===== config.mk =====
export PLATFORM = sky130hd
export DESIGN_NAME = reply_frame_gen
export DESIGN_NICKNAME = d
export VERILOG_FILES = /design/src/rtl/reply_frame_gen.sv
export SDC_FILE = /design/constraint.sdc
export NUM_CORES = 1
export LEC_CHECK = 0
export ABC_AREA = 1
export CAP_MARGIN = 20
export CELL_PAD_IN_SITES_DETAIL_PLACEMENT = 2
export CELL_PAD_IN_SITES_GLOBAL_PLACEMENT = 2
export CORE_MARGIN = 5
export CORE_UTILIZATION = 34
export DETAILED_ROUTE_END_ITERATION = 6
export HOLD_SLACK_MARGIN = 0.08
export PLACE_DENSITY = 0.89
export SYNTH_ARGS = -nofsm -noshare
export SYNTH_HDL_FRONTEND = slang
export SYNTH_SLANG_ARGS = --single-unit

===== constraint.sdc =====
create_clock -name clk_blf -period 7.2 [get_ports clk_blf]
set_clock_uncertainty 0.05 [all_clocks]
set_input_delay 1.8 -clock clk_blf [delete_from_list [all_inputs] [get_ports clk_blf]]
set_output_delay 1.8 -clock clk_blf [all_outputs]
set_load 0.03 [all_outputs]

===== src/rtl/reply_frame_gen.sv =====
// reply_frame_gen: serializes one tag reply (pilot, preamble, payload, CRC-16,
// dummy 1) at one bit per BLF cycle toward the FM0/Miller encoder.
// Frame outputs are registered from the next state, so the first bit is on
// send_data in the cycle right after start is accepted.
module reply_frame_gen #(
  parameter int MAX_BITS = 128,
  parameter int LEN_W    = 8
) (
  input  logic                clk_blf,
  input  logic                rst_for_new_package,
  input  logic                start,
  input  logic [MAX_BITS-1:0] payload,
  input  logic [LEN_W-1:0]    payload_len,
  input  logic                crc_en,
  input  logic                trext,
  output logic                send_data,
  output logic                st_enc,
  output logic                fg_complete,
  output logic                busy
);

  // Counter must index both the payload and the 16 CRC bits.
  localparam int CNT_W = (LEN_W > 5) ? LEN_W : 5;
  localparam logic [LEN_W-1:0] MAX_LEN = LEN_W'(MAX_BITS);
  // Preamble 1,0,1,0,0,1 indexed by a counter running 5 down to 0.
  localparam logic [7:0] PREAMBLE_BITS = 8'b0010_1001;

  typedef enum logic [2:0] {IDLE, PILOT, PREAMBLE, PAYLOAD, CRC, DUMMY, DONE} state_t;

  state_t              state, state_n;
  logic [CNT_W-1:0]    bit_cnt, bit_cnt_n;
  logic [MAX_BITS-1:0] shreg, shreg_n;
  logic [LEN_W-1:0]    len_q, len_n;
  logic                crc_en_q, crc_en_n;
  logic                trext_q, trext_n;
  logic [15:0]         crc, crc_n;
  logic                send_n, st_n, fg_n;

  function automatic logic [15:0] crc16_step(input logic [15:0] c, input logic b);
    logic fb;
    fb = c[15] ^ b;
    return {c[14:0], 1'b0} ^ (fb ? 16'h1021 : 16'h0000);
  endfunction

  assign busy = (state != IDLE);

  // Next-state sequencing, CRC update and next registered output values.
  always_comb begin
    state_n   = state;
    bit_cnt_n = bit_cnt;
    shreg_n   = shreg;
    len_n     = len_q;
    crc_en_n  = crc_en_q;
    trext_n   = trext_q;
    crc_n     = crc;
    fg_n      = fg_complete;
    send_n    = 1'b0;
    st_n      = 1'b0;

    case (state)
      IDLE: begin
        if (start) begin
          shreg_n  = payload;
          len_n    = (payload_len > MAX_LEN) ? MAX_LEN : payload_len;
          crc_en_n = crc_en;
          trext_n  = trext;
          crc_n    = 16'hFFFF;
          fg_n     = 1'b0;
          if (trext) begin
            state_n   = PILOT;
            bit_cnt_n = CNT_W'(11);
          end else begin
            state_n   = PREAMBLE;
            bit_cnt_n = CNT_W'(5);
          end
        end
      end
      PILOT: begin
        if (bit_cnt == '0) begin
          state_n   = PREAMBLE;
          bit_cnt_n = CNT_W'(5);
        end else begin
          bit_cnt_n = bit_cnt - CNT_W'(1);
        end
      end
      PREAMBLE: begin
        if (bit_cnt != '0) begin
          bit_cnt_n = bit_cnt - CNT_W'(1);
        end else if (len_q != '0) begin
          state_n   = PAYLOAD;
          bit_cnt_n = CNT_W'(len_q) - CNT_W'(1);
        end else if (crc_en_q) begin
          state_n   = CRC;
          bit_cnt_n = CNT_W'(15);
        end else begin
          state_n   = DUMMY;
          bit_cnt_n = '0;
        end
      end
      PAYLOAD: begin
        // The bit leaving now is shreg's MSB; fold it into the CRC.
        shreg_n = shreg << 1;
        crc_n   = crc16_step(crc, shreg[MAX_BITS-1]);
        if (bit_cnt != '0) begin
          bit_cnt_n = bit_cnt - CNT_W'(1);
        end else if (crc_en_q) begin
          state_n   = CRC;
          bit_cnt_n = CNT_W'(15);
        end else begin
          state_n   = DUMMY;
          bit_cnt_n = '0;
        end
      end
      CRC: begin
        if (bit_cnt == '0) begin
          state_n   = DUMMY;
          bit_cnt_n = '0;
        end else begin
          bit_cnt_n = bit_cnt - CNT_W'(1);
        end
      end
      DUMMY:   state_n = DONE;
      DONE:    state_n = IDLE;
      default: state_n = IDLE;
    endcase

    case (state_n)
      PILOT: st_n = 1'b1;
      PREAMBLE: begin
        st_n   = 1'b1;
        send_n = PREAMBLE_BITS[bit_cnt_n[2:0]];
      end
      PAYLOAD: begin
        st_n   = 1'b1;
        send_n = shreg_n[MAX_BITS-1];
      end
      CRC: begin
        st_n   = 1'b1;
        send_n = ~crc_n[bit_cnt_n[3:0]];
      end
      DUMMY: begin
        st_n   = 1'b1;
        send_n = 1'b1;
      end
      DONE:    fg_n = 1'b1;
      default: ;
    endcase
  end

  // Control state, CRC and registered encoder outputs.
  always_ff @(posedge clk_blf) begin
    if (rst_for_new_package) begin
      state       <= IDLE;
      bit_cnt     <= '0;
      crc         <= 16'hFFFF;
      send_data   <= 1'b0;
      st_enc      <= 1'b0;
      fg_complete <= 1'b0;
    end else begin
      state       <= state_n;
      bit_cnt     <= bit_cnt_n;
      crc         <= crc_n;
      send_data   <= send_n;
      st_enc      <= st_n;
      fg_complete <= fg_n;
    end
  end

  // Frame data latched at start and shifted during payload; no reset needed.
  always_ff @(posedge clk_blf) begin
    shreg    <= shreg_n;
    len_q    <= len_n;
    crc_en_q <= crc_en_n;
    trext_q  <= trext_n;
  end

endmodule


; Yosys cells after proc, flatten, opt, wreduce, memory -nomap -nowiden
; Memory sizes are Yosys's and may differ from the RTL's.
; Cells that the tools add are included.
[totals]
regBits = 167
latch_bits = 0
ramBits = 0
romBits = 8
input_bits = 141
output_inout_bits = 4
word_cells = 77
memories = 1
[classes]
add_sub_neg = 2
multipliers = 0
div_mod_pow = 0
n_lt_le_gt_ge = 3
n_eq_ne = 12
shifts = 0
mux = 31
bitwise_logic = 3
n_reduce_logical = 14
[memory_table]
columns = memory, words, width, read_ports, rd_clocked_by_memory_dff, wr, line_no
row1 = (no name shown), 8, 1, 1, 0, 0, 131  ; send_n = PREAMBLE_BITS[bit_cnt_n[2:0]];
[ops]
columns = cell, count
row1 = 128-bit one-hot mux with 2 select lines, 1
row2 = 128-bit two-way mux, 1
row3 = 8-bit two-way mux, 6
row4 = 8-bit one-hot mux with 5 select lines, 1
row5 = 16-bit one-hot mux with 2 select lines, 1
row6 = 3-bit two-way mux, 6
row7 = 3-bit one-hot mux with 6 select lines, 1
row8 = 16-bit two-way mux, 1
row9 = 8-bit nonzero test, 2
row10 = 8-bit by 1-bit subtractor with 8-bit output (second input constant), 2
row11 = 16-bit by 13-bit XOR with 16-bit output, 1
row12 = 3-bit equality test (second input constant), 5
row13 = 13-bit two-way mux, 1
row14 = 3-bit by 2-bit equality test with 1-bit output (second input constant), 4
row15 = 8-bit greater-than comparator (second input constant), 1
row16 = 8-bit zero test, 1
row17 = 4-bit two-way mux, 2
row18 = 2-bit AND reduction, 4
row19 = 1-bit two-way mux, 7
row20 = 3-bit by 1-bit equality test with 1-bit output (second input constant), 2
row21 = 2-bit nonzero test, 3
row22 = 4-bit by 5-bit < comparator with 1-bit output (second input constant), 1
row23 = 5-bit nonzero test, 1
row24 = 5-bit OR reduction, 1
row25 = other kinds (9), 9

; Longest topological paths before layout
[depth]
depth_word = 8
ltp_mapped = 19

; Least setup slack after synthesis
; OpenSTA, ideal clock, no wires.
[synth_path]
path_type = input-to-reg
start = in start
end = reg shreg[0] (enable)
t_arrival_ns = 5.061
setup_slack_ns = 1.597
stages = 5
n_path_buf = 1
cell_sequence = inv_1 > nor2_2 > inv_1 > buf_4 > nand2_1
[synth_via]
elab_chain_len = 2
[synth_rtl]
columns = item, line_no
row1 = from (decl), 11  ; input logic start,
row2 = 2-bit inequality test (no source line), n/a
row3 = 2-bit AND reduction (no source line), n/a
row4 = to (signal assigned), 171  ; shreg <= shreg_n;
row5 = to (decl), 32  ; logic [MAX_BITS-1:0] shreg, shreg_n;
; Every way passes these cells.
; A chain may end at the register's enable or synchronous reset.

; Worst setup path in the final report
[layout_path]
start = in start
end = reg send_data
[layout_via]
elab_chain_len = 6
[layout_rtl]
columns = item, line_no
row1 = 8-bit two-way mux / 16-bit two-way mux (equally long branches), 62  ; if (start) begin
row2 = 8-bit one-hot mux with 5 select lines / 16-bit one-hot mux with 2 select lines (equally long branches), 60  ; case (state)
row3 = 1-bit binary-select mux with 4-bit select, 139  ; send_n = ~crc_n[bit_cnt_n[3:0]];
row4 = 1-bit two-way mux (implied by the code), 139
row5 = 1-bit NOT, 139
row6 = 1-bit one-hot mux with 4 select lines *, 127  ; case (state_n)
row7 = to (signal assigned), 163  ; send_data <= send_n;
row8 = to (decl), 16  ; output logic send_data,
; Every way passes the cells marked *; elsewhere a longest branch is shown, timed or not. The select of a mux whose other input is x is not followed.

==> flow_summary_export.csv <==
group,metric,value,unit
status,outcome,"finished, final reports clean",
floorplanning,num_io_pins,145,
clock_network,post_cts_resized,0,
yosys,yosys.area_share.simple,13.2,%
worst_setup_path,required,7.44,ns
final_layout,area_growth,30.3,%
timing,slew_headroom,31.5,%
placed_design,io_buffers,144,
yosys,synth_edf_count,136,
final_layout,drive_gt1_share,9.48,%
final_layout,final_common_cell,"clkdlybuf4s50_1",
route,vias,6014,
clock_network,cts_tree,"yes",
clock_network,numClockSinks,167,
clock_network,cts_setup_buffers,0,
run,max_cap_viol_count,0,
floorplanning,die_w,160,um
clock_network,hold_buffers,0,
global_route,antenna_found_initial,2,
timing,rsz0062_at_grt,"no",
yosys,syn_avg_cell_area,11.5,sq um
clock_network,root_buffer,"clkbuf_16",
route,routedWlPerCell,23.5,um
yosys,synth.area.top_cells,"edfxtp_1 54%, a22o_1 14%, dfxtp_1 8.2%",
timing,period_minus_slack,4.70,ns
floorplanning,die_area,25500,sq um
timing,setup_viol,0,
global_route,grt_pass1_vias,6599,
pwr,p_leak,3.85,nW
yosys,synth_cell_types,42,
worst_setup_path,cp-end-kind,"register",
timing,timing.setup.tns,0,ns
yosys,synth_top_flop_cell,"edfxtp_1",
timing,fin_crit_sh,65.3,%
floorplanning,die_y,160,um
yosys,syn_inst,664,
yosys,yosysWarnings,0,
clock_network,cts_buffers,17,
yosys,synth_area_leader_cell,"edfxtp_1",
worst_setup_path,crit_type,"input port to register",
worst_setup_path,crit_path_top_delay_cell,"buf_4",
route,viasPerCell,5.50,
yosys,synth_xor_xnor_area_share,0.805,%
global_route,grt_pass1_wl,39.4,mm
global_route,grt_use_total,19.8,%
yosys,async_flop_share,0,%
worst_setup_path,cp_slowest_stage_delay,0.83,ns
yosys,synthAdderAreaFrac,0.493,%
timing,timing.final.max_slew_violations,0,
floorplanning,core-area,22000,sq um
worst_setup_path,critPathTopFamily,"buffers and inverters",
pwr,p_total,4.23,mW
worst_setup_path,path_max_fanout,92,
clock_network,htree_levels,4,
final_layout,final_nets,943,
route,drt_pre_antenna_iters,5,
global_route,grt.overflow.total,0,
route,dr.first_iter.drc_count,412,
floorplanning,rows,54,
placed_design,place.gp.congestion,0.774,
clock_network,clk_pin_slew,0.07,ns
pwr,peakVddDrop,0.000207,V
placed_design,dp_slack,2.12,ns
clock_network,insertion_delay,0.45,ns
timing,tightestPinTransition,1.03,ns
clock_network,clockBufferDepth,2,
min_path,hold_class,"register to register",
worst_setup_path,crit_path_cell_trace,"clkdlybuf4s50_1 -> inv_1 -> nor2_4 -> buf_4 -> buf_4 -> nor3_1 -> inv_1 -> nand2_1 -> nand3_1 -> nand3_1 -> nand3_1 -> nand2_1 -> nand2_1 -> a21oi_2",
timing,hold_violations,0,
global_route,grt_max_degree,116,
worst_setup_path,arrival,4.94,ns
timing,max_freq,213,MHz
yosys,synth_top_family_by_area,"compound AO/OA/AOI/OAI gates",
worst_setup_path,start_kind,"input port",
floorplanning,initial_core_util,34.7,%
worst_setup_path,cp_num_buf_inv,5,
yosys,synth_top_area_share,53.6,%
route,wl,25.7,mm
route,postRouteAntennaNets,0,
timing,timing.final.ws_setup,2.50,ns
route,drc,0,
final_layout,mostFrequentLayoutCells,"144 x clkdlybuf4s50_1, 136 x edfxtp_1, 126 x a22o_1, 80 x nand2_1, 51 x inv_1",
yosys,syn_nets,808,
yosys,ys_seq_area_share,61.8,%
placed_design,dpl.hpwl,17.5,mm
yosys,muxShareOfSynthArea,0,%
pwr,p_per_area,427,nW/um^2
yosys,netlist_area,7610,sq um
yosys,yosys_register_bits,167,
yosys,synth_compound_area_share,18.9,%
## sequential cells by signal, summed over array words and instances (netlist names)
signal / cells
crc: 16
crc_en_q: 1
st_enc: 1
send_data: 1
shreg: 128
fg_complete: 1
state: 3
len_q: 8
bit_cnt: 8
## cells by family (layout without fill, tap and decap cells)
logic type | Yosys count | in the layout
other | 0 | 1
adder cells (fa/ha/maj) | 3 | 3
buffers and inverters | 92 | 240
AO/OA/AOI/OAI | 184 | 184
AND/OR/NAND/NOR | 211 | 211
flip-flops | 167 | 167
XOR/XNOR | 7 | 7
## synthesized netlist by cell type, types with 5 or more instances
library cell	instances
a21oi_1	20
a22o_1	126
buf_1	8
buf_2	8
clkbuf_1	17
dfxtp_1	31
edfxtp_1	136
inv_1	51
inv_2	6
nand2_1	81
nand2_2	7
nand3_1	29
nand4_1	11
nor2_1	45
nor2_2	7
nor3_1	12
o21ai_0	18
or2_2	7
xor2_1	5
## tightest hold or removal path, cell delays in order (launching register included)
cell	delay, ns
dfxtp_1	0.31
nand3_1	0.07
nand2_1	0.05
## metal layers
metal	global-route usage [%]	share of wire, %
met3	5.28	5.8
met4	5.76	1.8
met2	34.5	51
met1	24.2	41
met5	0	0.051
## through the flow
stage / hold slack [ns] / cell area (sq um) / utilization (%) / std cells
after floorplan: 0.390 / 7610 / - / 664
after global placement: 0.415 / 9310 / 42.4 / 1059
after detailed placement: 0.430 / 9310 / 42.4 / 1059
after CTS: 0.441 / 9890 / 45.1 / 1091
after global routing: 0.473 / 9920 / 45.2 / 1093
final: 0.432 / 9920 / 45.2 / 1093
## path summary, 6_finish.rpt
check	from	end	slack, ns	cells past startpoint
hold reg to reg	fg_complete	fg_complete	0.43	2
setup / recovery	start	send_data	2.50	14
setup reg to reg	state[1]	send_data	3.61	14
hold / removal	fg_complete	fg_complete	0.43	2
## layout make-up
cell class              instances  area, sq um
diodes                          1         2.50
clock buffers                  18          429
clock inverters                14          150
fillers                      2194        12000
inverters                      57          214
multi-input cells             405         2560
flip-flops and latches        167         4700
well taps                     280          350
repair buffers                151         1510
## where the power goes
group	internal, mW	switching (mW)	total [mW]	leakage [nW]
logic	0.529	1.07	1.60	1.98
clock network	0.465	0.451	0.916	0.279
registers	1.54	0.176	1.72	1.59
total	2.54	1.70	4.23	3.85
Note: power is estimated with default switching activity, not from simulation.
